## config.mk

```make
export PLATFORM = sky130hd
export DESIGN_NAME = pcs_block_lock_ber_flat
export DESIGN_NICKNAME = d
export VERILOG_FILES = /design/src/rtl/pcs_block_lock_ber_if.sv /design/src/rtl/pcs_block_lock_ber.sv /design/src/flat_wrapper.sv
export SDC_FILE = /design/constraint.sdc
export NUM_CORES = 1
export LEC_CHECK = 0
export BUFFER_PORTS_ARGS = -buffer_cell sky130_fd_sc_hd__buf_4
export CAP_MARGIN = 20
export CORE_MARGIN = 3
export CORE_UTILIZATION = 57
export DETAILED_ROUTE_END_ITERATION = 8
export GPL_TIMING_DRIVEN = 0
export PLACE_DENSITY = 0.78
export SLEW_MARGIN = 20
export SYNTH_ARGS = -nofsm -noshare
export SYNTH_HDL_FRONTEND = slang
export SYNTH_SLANG_ARGS = --single-unit
```

## constraint.sdc

```tcl
create_clock -name i_clk -period 2.1 [get_ports i_clk]
set_input_delay 0.21 -clock i_clk [delete_from_list [all_inputs] [get_ports i_clk]]
set_output_delay 0.21 -clock i_clk [all_outputs]
set_load 0.01 [all_outputs]
```

## src/rtl/pcs_block_lock_ber_if.sv

```systemverilog
// Gearbox-to-block-sync bundle: sync headers in, slip/lock/BER status out.
// master drives the gearbox side, slave is the block-lock unit.
interface pcs_block_lock_ber_if;
  logic [1:0]  i_header;
  logic        i_valid;
  logic        i_header_valid;
  logic        o_slip;
  logic        o_block_lock;
  logic        o_hi_ber;
  logic [15:0] o_err_count;

  modport master (
    output i_header,
    output i_valid,
    output i_header_valid,
    input  o_slip,
    input  o_block_lock,
    input  o_hi_ber,
    input  o_err_count
  );

  modport slave (
    input  i_header,
    input  i_valid,
    input  i_header_valid,
    output o_slip,
    output o_block_lock,
    output o_hi_ber,
    output o_err_count
  );
endinterface

```

## src/rtl/pcs_block_lock_ber.sv

```systemverilog
// 10GBASE-R RX block lock with slip control and windowed lock tolerance.
// Optional high-BER monitor enabled by defining PCS_BER_MONITOR_EN.
module pcs_block_lock_ber #(
  parameter int DATA_WIDTH        = 32,
  parameter int SH_CNT_MAX        = 64,
  parameter int SH_INVALID_MAX    = 16,
  parameter int SLIP_WAIT         = 32,
  parameter int BER_WINDOW_CYCLES = 39062,
  parameter int BER_BAD_MAX       = 16
) (
  input  logic                 i_clk,
  input  logic                 i_reset,
  pcs_block_lock_ber_if.slave  bus
);

  localparam int SW = $clog2(SH_CNT_MAX + 1);
  localparam int IW = $clog2(SH_INVALID_MAX + 1);
  localparam int WW = $clog2(SLIP_WAIT + 1);
  localparam bit W64 = (DATA_WIDTH == 64);

  localparam logic [SW-1:0] SH_LAST  = SW'(SH_CNT_MAX - 1);
  localparam logic [IW-1:0] INV_LAST = IW'(SH_INVALID_MAX - 1);
  localparam logic [WW-1:0] WT_LAST  = WW'(SLIP_WAIT - 1);

  if (!(DATA_WIDTH == 32 || DATA_WIDTH == 64) ||
      SH_CNT_MAX < 1 || SH_INVALID_MAX < 1 ||
      SLIP_WAIT < 1 || BER_WINDOW_CYCLES < 2 ||
      BER_BAD_MAX < 1) begin : g_bad_cfg
    $error("pcs_block_lock_ber: unsupported parameters");
  end

  typedef enum logic [1:0] {
    ST_UNLOCKED,
    ST_SLIP_WAIT,
    ST_LOCKED
  } state_t;

  state_t          state;
  state_t          state_n;
  logic [SW-1:0]   sh_cnt;
  logic [SW-1:0]   sh_n;
  logic [IW-1:0]   inv_cnt;
  logic [IW-1:0]   inv_n;
  logic [WW-1:0]   wait_cnt;
  logic [WW-1:0]   wait_n;
  logic            slip_q;
  logic            slip_n;
  logic            lock_q;
  logic            lock_n;
  logic [15:0]     err_cnt;
  logic            hdr_ev;
  logic            sh_bad;

  // 64-bit beats always carry a header; 32-bit beats flag it
  assign hdr_ev = bus.i_valid & (W64 | bus.i_header_valid);
  assign sh_bad = ~(bus.i_header[1] ^ bus.i_header[0]);

  always_comb begin
    state_n = state;
    sh_n    = sh_cnt;
    inv_n   = inv_cnt;
    wait_n  = wait_cnt;
    slip_n  = 1'b0;
    lock_n  = lock_q;
    unique case (state)
      ST_UNLOCKED: begin
        if (hdr_ev) begin
          if (sh_bad) begin
            slip_n  = 1'b1;
            sh_n    = '0;
            wait_n  = '0;
            state_n = ST_SLIP_WAIT;
          end else if (sh_cnt == SH_LAST) begin
            sh_n    = '0;
            inv_n   = '0;
            lock_n  = 1'b1;
            state_n = ST_LOCKED;
          end else begin
            sh_n = sh_cnt + 1'b1;
          end
        end
      end
      ST_SLIP_WAIT: begin
        if (bus.i_valid) begin
          if (wait_cnt == WT_LAST) begin
            wait_n  = '0;
            sh_n    = '0;
            inv_n   = '0;
            state_n = ST_UNLOCKED;
          end else begin
            wait_n = wait_cnt + 1'b1;
          end
        end
      end
      ST_LOCKED: begin
        if (hdr_ev) begin
          // loss of lock wins over the window restart on the same header
          if (sh_bad && inv_cnt == INV_LAST) begin
            lock_n  = 1'b0;
            slip_n  = 1'b1;
            sh_n    = '0;
            inv_n   = '0;
            wait_n  = '0;
            state_n = ST_SLIP_WAIT;
          end else if (sh_cnt == SH_LAST) begin
            sh_n  = '0;
            inv_n = '0;
          end else begin
            sh_n  = sh_cnt + 1'b1;
            inv_n = inv_cnt + IW'(sh_bad);
          end
        end
      end
      default: begin
        state_n = ST_UNLOCKED;
        sh_n    = '0;
        inv_n   = '0;
        wait_n  = '0;
        lock_n  = 1'b0;
      end
    endcase
  end

  always_ff @(posedge i_clk) begin
    if (i_reset) begin
      state    <= ST_UNLOCKED;
      sh_cnt   <= '0;
      inv_cnt  <= '0;
      wait_cnt <= '0;
      slip_q   <= 1'b0;
      lock_q   <= 1'b0;
    end else begin
      state    <= state_n;
      sh_cnt   <= sh_n;
      inv_cnt  <= inv_n;
      wait_cnt <= wait_n;
      slip_q   <= slip_n;
      lock_q   <= lock_n;
    end
  end

  always_ff @(posedge i_clk) begin
    if (i_reset) begin
      err_cnt <= '0;
    end else if (hdr_ev && sh_bad && lock_q &&
                 err_cnt != 16'hFFFF) begin
      err_cnt <= err_cnt + 16'd1;
    end
  end

  assign bus.o_slip       = slip_q;
  assign bus.o_block_lock = lock_q;
  assign bus.o_err_count  = err_cnt;

`ifdef PCS_BER_MONITOR_EN
  localparam int BWW = $clog2(BER_WINDOW_CYCLES);
  localparam int BCW = $clog2(BER_BAD_MAX + 1);
  localparam logic [BWW-1:0] WIN_LAST = BWW'(BER_WINDOW_CYCLES - 1);
  localparam logic [BCW-1:0] BAD_MAX  = BCW'(BER_BAD_MAX);

  logic [BWW-1:0] win_cnt;
  logic [BCW-1:0] ber_cnt;
  logic [BCW-1:0] ber_n;
  logic           hi_ber_q;
  logic           hi_n;
  logic           ber_inv;
  logic           win_wrap;

  assign ber_inv  = hdr_ev & sh_bad & lock_q;
  assign win_wrap = (win_cnt == WIN_LAST);

  // a bad header on the wrap cycle opens the new window
  always_comb begin
    ber_n = ber_cnt;
    hi_n  = hi_ber_q;
    if (win_wrap) begin
      ber_n = BCW'(ber_inv);
      if (ber_cnt < BAD_MAX)
        hi_n = 1'b0;
    end else if (ber_inv && ber_cnt != BAD_MAX) begin
      ber_n = ber_cnt + 1'b1;
    end
    if (ber_n == BAD_MAX)
      hi_n = 1'b1;
  end

  always_ff @(posedge i_clk) begin
    if (i_reset || !lock_q || !lock_n) begin
      win_cnt  <= '0;
      ber_cnt  <= '0;
      hi_ber_q <= 1'b0;
    end else begin
      win_cnt  <= win_wrap ? '0 : win_cnt + 1'b1;
      ber_cnt  <= ber_n;
      hi_ber_q <= hi_n;
    end
  end

  assign bus.o_hi_ber = hi_ber_q;
`else
  assign bus.o_hi_ber = 1'b0;
`endif

endmodule

```

## src/flat_wrapper.sv

```systemverilog
// flat-port wrapper written by rule: the top's interface ports become plain ports
module pcs_block_lock_ber_flat 
#(
  parameter int DATA_WIDTH        = 32,
  parameter int SH_CNT_MAX        = 64,
  parameter int SH_INVALID_MAX    = 16,
  parameter int SLIP_WAIT         = 32,
  parameter int BER_WINDOW_CYCLES = 39062,
  parameter int BER_BAD_MAX       = 16
)
  (i_clk, i_reset, bus_i_header, bus_i_valid, bus_i_header_valid, bus_o_slip, bus_o_block_lock, bus_o_hi_ber, bus_o_err_count);
  pcs_block_lock_ber_if bus_i ();
  input  logic i_clk;
  input  logic i_reset;
  input wire logic [$bits(bus_i.i_header)-1:0] bus_i_header;
  input wire logic [$bits(bus_i.i_valid)-1:0] bus_i_valid;
  input wire logic [$bits(bus_i.i_header_valid)-1:0] bus_i_header_valid;
  output wire logic [$bits(bus_i.o_slip)-1:0] bus_o_slip;
  output wire logic [$bits(bus_i.o_block_lock)-1:0] bus_o_block_lock;
  output wire logic [$bits(bus_i.o_hi_ber)-1:0] bus_o_hi_ber;
  output wire logic [$bits(bus_i.o_err_count)-1:0] bus_o_err_count;
  assign bus_i.i_header = bus_i_header;
  assign bus_i.i_valid = bus_i_valid;
  assign bus_i.i_header_valid = bus_i_header_valid;
  assign bus_o_slip = bus_i.o_slip;
  assign bus_o_block_lock = bus_i.o_block_lock;
  assign bus_o_hi_ber = bus_i.o_hi_ber;
  assign bus_o_err_count = bus_i.o_err_count;
  pcs_block_lock_ber #(.DATA_WIDTH(DATA_WIDTH), .SH_CNT_MAX(SH_CNT_MAX), .SH_INVALID_MAX(SH_INVALID_MAX), .SLIP_WAIT(SLIP_WAIT), .BER_WINDOW_CYCLES(BER_WINDOW_CYCLES), .BER_BAD_MAX(BER_BAD_MAX)) u_core (.i_clk(i_clk), .i_reset(i_reset), .bus(bus_i));
endmodule
```

==> impl_metrics.ini, run 1 <==
[routing]
dr.pass1.iters = 4
final_antenna_net_count = 0
drc = 0
vias = 1861
avgViaCountPerCell = 5.74
drt_iter0_drc = 92
wl_per_cell_um = 13.2
routed_wl_um = 4280

[logic_synthesis]
synthTopCellsByArea = dfxtp_1 37%, xnor2_1 5.5%, nor2_1 5.1%, nand3_1 4.6%, a21oi_1 4.1%
synth_warnings = 0
synthSimpleGateAreaFrac_pct = 30.5
netlist-cell-type-count = 53
syn_avg_cell_area_um2 = 8.41
synth_fa_ha_area_share_pct = 3.01
synth_top_area_cell = dfxtp_1
yosys.area.top_type_share_pct = 36.6
async_flop_share_pct = 0
syn-num-nets = 258
synthesis.area_um2 = 2080
synthTopCellsByCount = 38 x dfxtp_1, 28 x nor2_1, 20 x nand2_1, 19 x nand3_1, 17 x a21oi_1
synth-compound-area-share_pct = 16.7
yosysMostFrequentCell = dfxtp_1
synthMuxAreaShare_pct = 1.44
ys_ff_latch = 38
synth_cells = 247
synth-edff-count = 0
synth_xor_area_share_pct = 6.68
synth_top_family_by_area = simple AND/OR/NAND/NOR gates
synthFlopType = dfxtp_1
yosysSeqAreaShare_pct = 36.6

[setup_path]
required_ns = 2.34
cpLargestDelayFamily = simple AND/OR/NAND/NOR gates
crit_arrival_ns = 2.10
crit_path_max_fanout = 6
critical_path_class = reg -> reg
crit_slowest_cell = nor2_1
slowest_delay_ns = 0.53
crit_buf_inv = 0
cp-start-kind = flop
crit_path_end_kind = flop
cp_cell_sequence = ha_1 > nand3_1 > nor2_1 > nor4_4 > a21oi_1 > o32ai_1

[layout]
drive_gt1_share_pct = 19.8
postLayoutCellArea_um2 = 2390
instances_no_fill = 324
final_util_pct = 69.9
antenna_cells = 0
fin_nets = 288
syn_to_final_growth_pct = 14.9

[timing]
finalCritPeriodShare_pct = 88.4
post-route-min-period_ns = 1.86
fmax_mhz = 539
setup_ws_ns = 0.243
hold_violations = 0
skew_ns = 0.0121
slew_viol_final = 0
rsz0062_at_grt = no
setup_viol = 0
worst_pin_slew_ns = 0.581
tns_ns = 0
slew_headroom_pct = 60.9
whs_ns = 0.144

[die]
die_h_um = 66.4
initial_core_util_pct = 60.8
dieArea_um2 = 4410
core_um2 = 3420
io_pins = 25
die_w_um = 66.4
rows = 21

[clock_network]
hold_buffers = 0
cts_resized = 0
clock_latency_ns = 0.35
clkTransAtPathRegs_ns = 0.12
cts_buffers = 5
cts_tree = built
clock_path_buffers = 2
cts_root_buffer = clkbuf_4
htreeDepth = 2
cts_setup_buffers = 0
clkSinkCount = 38

[min_path]
hp-class = in -> reg

[placed_design]
place_area_um2 = 2310
dp_hpwl_um = 3170
portBuffers = 23
pre_cts_ws_ns = 0.264
dp.cells = 316
place.gp.congestion = 0.838

[grt]
grt_usage_pct = 22.2
antenna_found_initial = 0
grt_pass1_wl_um = 7760
grt_pass1_vias = 1787
grt_max_degree = 12
grt-ovfl-total = 0

[power_and_ir_drop]
p_per_area_nw_per_um2 = 562
p_leak_nw = 0.838
p_total_mw = 1.34
vdd_ir_drop_max_mv = 0.464

[status]
outcome = finished, final reports clean

[run]
maxCapViolCount = 0
[worst register-to-register path: stages (launching register included)]
cell and delay [ns]:
dfxtp_1 0.40, ha_1 0.20, nand3_1 0.21, nor2_1 0.53, nor4_4 0.13, a21oi_1 0.19
o32ai_1 0.09
[worst paths after layout]
check	start	to	slack, ns	cells past startpoint
max	u_core.sh_cnt[0]	u_core.inv_cnt[2]	0.24	6
min	i_reset	u_core.inv_cnt[4]	0.14	3
max reg2reg	u_core.sh_cnt[0]	u_core.inv_cnt[2]	0.24	6
min reg2reg	u_core.sh_cnt[6]	u_core.sh_cnt[6]	0.46	2
[state kept, by name, summed over array words and instances (netlist names)]
name	cells
u_core.bus.o_slip	1
u_core.wait_cnt	6
u_core.bus.o_err_count	16
u_core.sh_cnt	7
u_core.state	2
u_core.inv_cnt	5
u_core.bus.o_block_lock	1
[layout make-up]
cell class                      count  area, µm²
Inverter                           10       40.0
Tap cell                           46       57.6
Sequential cell                    38        761
Buffer                              9       61.3
Clock buffer                        8       78.8
Multi-Input combinational cell    190       1220
Timing Repair Buffer               23        173
Fill cell                         302       1030
[report_power, final]
group | total (mW) | switching (mW) | internal, mW
logic | 0.127 | 0.0831 | 0.0440
clock network | 0.479 | 0.250 | 0.229
registers | 0.735 | 0.00831 | 0.727
total | 1.34 | 0.342 | 1.00
[kinds of logic (layout without fill, tap and decap cells)]
logic type                 count (synthesis)  after routing
muxes                                      3              3
DFF                                       38             38
buffers and inverters                     19             50
adders and majority gates                  5              5
other                                      1              1
AOI/OAI and AO/OA                         51             51
xor gates and xnor gates                  15             15
and+or+nand+nor                          115            115
[cells in the final DEF, fill, tap and decap left out, types with 6 or more instances in the layout]
master / count
nor2_1: 28
buf_4: 24
o21ai_0: 7
xnor2_1: 13
a211oi_1: 6
dfxtp_1: 38
a21oi_1: 17
inv_1: 9
nand2_1: 20
nand3_1: 19
[metal layers]
layer  global-route usage (%)  vias to the layer above  part of all wire (%)
met1                     27.5                      864                    45
met5                        0                        -                     0
met4                     8.12                        0                   1.6
met3                     4.76                       10                   4.4
met2                     37.5                       36                    49
li1                         -                      951                     -
(Power assumes the default switching activity.)
==> run 2: changes to the inputs <==
--- a/config.mk
+++ b/config.mk
@@ -10,6 +10,6 @@
 export CORE_MARGIN = 3
-export CORE_UTILIZATION = 57
+export CORE_UTILIZATION = 62
 export DETAILED_ROUTE_END_ITERATION = 8
 export GPL_TIMING_DRIVEN = 0
-export PLACE_DENSITY = 0.78
+export PLACE_DENSITY = 0.87
 export SLEW_MARGIN = 20
==> constraint.sdc (replaced) <==
create_clock -name i_clk -period 2.26 [get_ports i_clk]
set_input_delay 0.113 -clock i_clk [delete_from_list [all_inputs] [get_ports i_clk]]
set_output_delay 0.113 -clock i_clk [all_outputs]
set_load 0.01 [all_outputs]
==> impl_metrics.ini, run 2 (same netlist as run 1, synthesis figures left out) <==
[routing]
final_antenna_net_count = 0
routed_wl_um = 4450
drt_iter0_drc = 170
vias = 1899
drc = 0
dr.pass1.iters = 4
avgViaCountPerCell = 5.90
wl_per_cell_um = 13.8

[clock_network]
cts_root_buffer = clkbuf_4
hold_buffers = 0
cts_resized = 0
clkTransAtPathRegs_ns = 0.12
clock_path_buffers = 2
htreeDepth = 2
clkSinkCount = 38
cts_setup_buffers = 0
cts_tree = built
cts_buffers = 5
clock_latency_ns = 0.36

[power_and_ir_drop]
p_leak_nw = 0.852
p_total_mw = 1.41
vdd_ir_drop_max_mv = 0.467
p_per_area_nw_per_um2 = 585

[die]
rows = 20
core_um2 = 3130
die_w_um = 63.9
dieArea_um2 = 4080
die_h_um = 63.9
io_pins = 25
initial_core_util_pct = 66.4

[run]
maxCapViolCount = 0

[setup_path]
crit_slowest_cell = dfxtp_1
cp_cell_sequence = ha_1 > nand2_1 > o21ai_2 > nand2_2 > or3_1 > a21oi_1
critical_path_class = reg -> reg
required_ns = 2.55
r2r_cells = 6
cp-start-kind = flop
crit_arrival_ns = 2.20
crit_path_end_kind = flop
crit_path_max_fanout = 9
slowest_delay_ns = 0.40

[timing]
setup_viol = 0
tns_ns = 0
slew_headroom_pct = 55.9
worst_pin_slew_ns = 0.655
finalCritPeriodShare_pct = 84.4
rsz0062_at_grt = no
hold_violations = 0
post-route-min-period_ns = 1.91
fmax_mhz = 524
skew_ns = 0.00537
slew_viol_final = 0

[placed_design]
dp_hpwl_um = 3100
place_area_um2 = 2310
portBuffers = 23
place.gp.congestion = 0.888

[layout]
drive_gt1_share_pct = 19.8
final_common_cell = dfxtp_1
postLayoutCellArea_um2 = 2420
final_cell_mix = 38 x dfxtp_1, 28 x nor2_1, 24 x buf_4
largest_register_ffs = 16
antenna_cells = 0
fin_nets = 288
syn_to_final_growth_pct = 16.3

[status]
outcome = finished, final reports clean

[min_path]
hp-class = in -> reg
hold_depth = 3

[grt]
grt_pass1_vias = 1743
grt-ovfl-total = 0
grt_pass1_wl_um = 7870
grt_max_degree = 13
grt_usage_pct = 24.0
antenna_found_initial = 0
run 2: cell count changes in the layout (fill, tap and decap cells not counted):
| cell | previous run | this run |
|---|---|---|
| bufinv_16 | 0 | 2 |
| clkbuf_8 | 5 | 3 |
run 2: metal layers:
layer	global-route usage, %	part of all wire, %	vias to the layer above
met3	7.03	5.7	12
met4	11.3	2.2	0
met2	38.7	47	55
met5	0	0	-
li1	-	-	955
met1	29.3	45	877
run 2: layout make-up:
| type | instances | area [µm²] |
|---|---|---|
| plain buffers | 9 | 61.3 |
| clock buffers | 6 | 51.3 |
| clock inverters | 2 | 60.1 |
| fillers | 226 | 711 |
| inverters | 10 | 40.0 |
| multi-input cells | 190 | 1220 |
| flip-flops and latches | 38 | 761 |
| well taps | 44 | 55.1 |
| repair buffers | 23 | 173 |
run 2: power by group:
part	switching (mW)	total, mW	internal (mW)	leakage, nW
Sequential	0.00810	0.684	0.676	0.306
Combinational	0.0787	0.120	0.0409	0.487
Clock	0.236	0.611	0.375	0.0585
Total	0.323	1.41	1.09	0.852
run 2: final timing paths:
path	startpoint	end	slack, ns
worst min-delay path	i_reset	u_core.inv_cnt[4]	0.06
worst max register to register	u_core.wait_cnt[0]	u_core.state[0]	0.35
worst min register to register	u_core.sh_cnt[6]	u_core.sh_cnt[6]	0.45
worst max-delay path	u_core.wait_cnt[0]	u_core.state[0]	0.35
run 2: worst max-delay path: cells and delay by family (launching register included):
family	cells	cell delay, ns
and+or+nand+nor	3	0.69
AOI/OAI and AO/OA	2	0.45
DFF	1	0.40
adders and majority gates	1	0.30
run 2: through the flow:
step	setup WS [ns]	hold WS (ns)	utilization [%]	instances
floorplan	0.630	0.303	-	247
global placement	0.442	0.424	73.7	314
detailed placement	0.414	0.436	73.7	314
CTS	0.380	0.0464	77.3	322
global route	0.195	0.0409	77.3	322
finish	0.353	0.0565	77.3	322
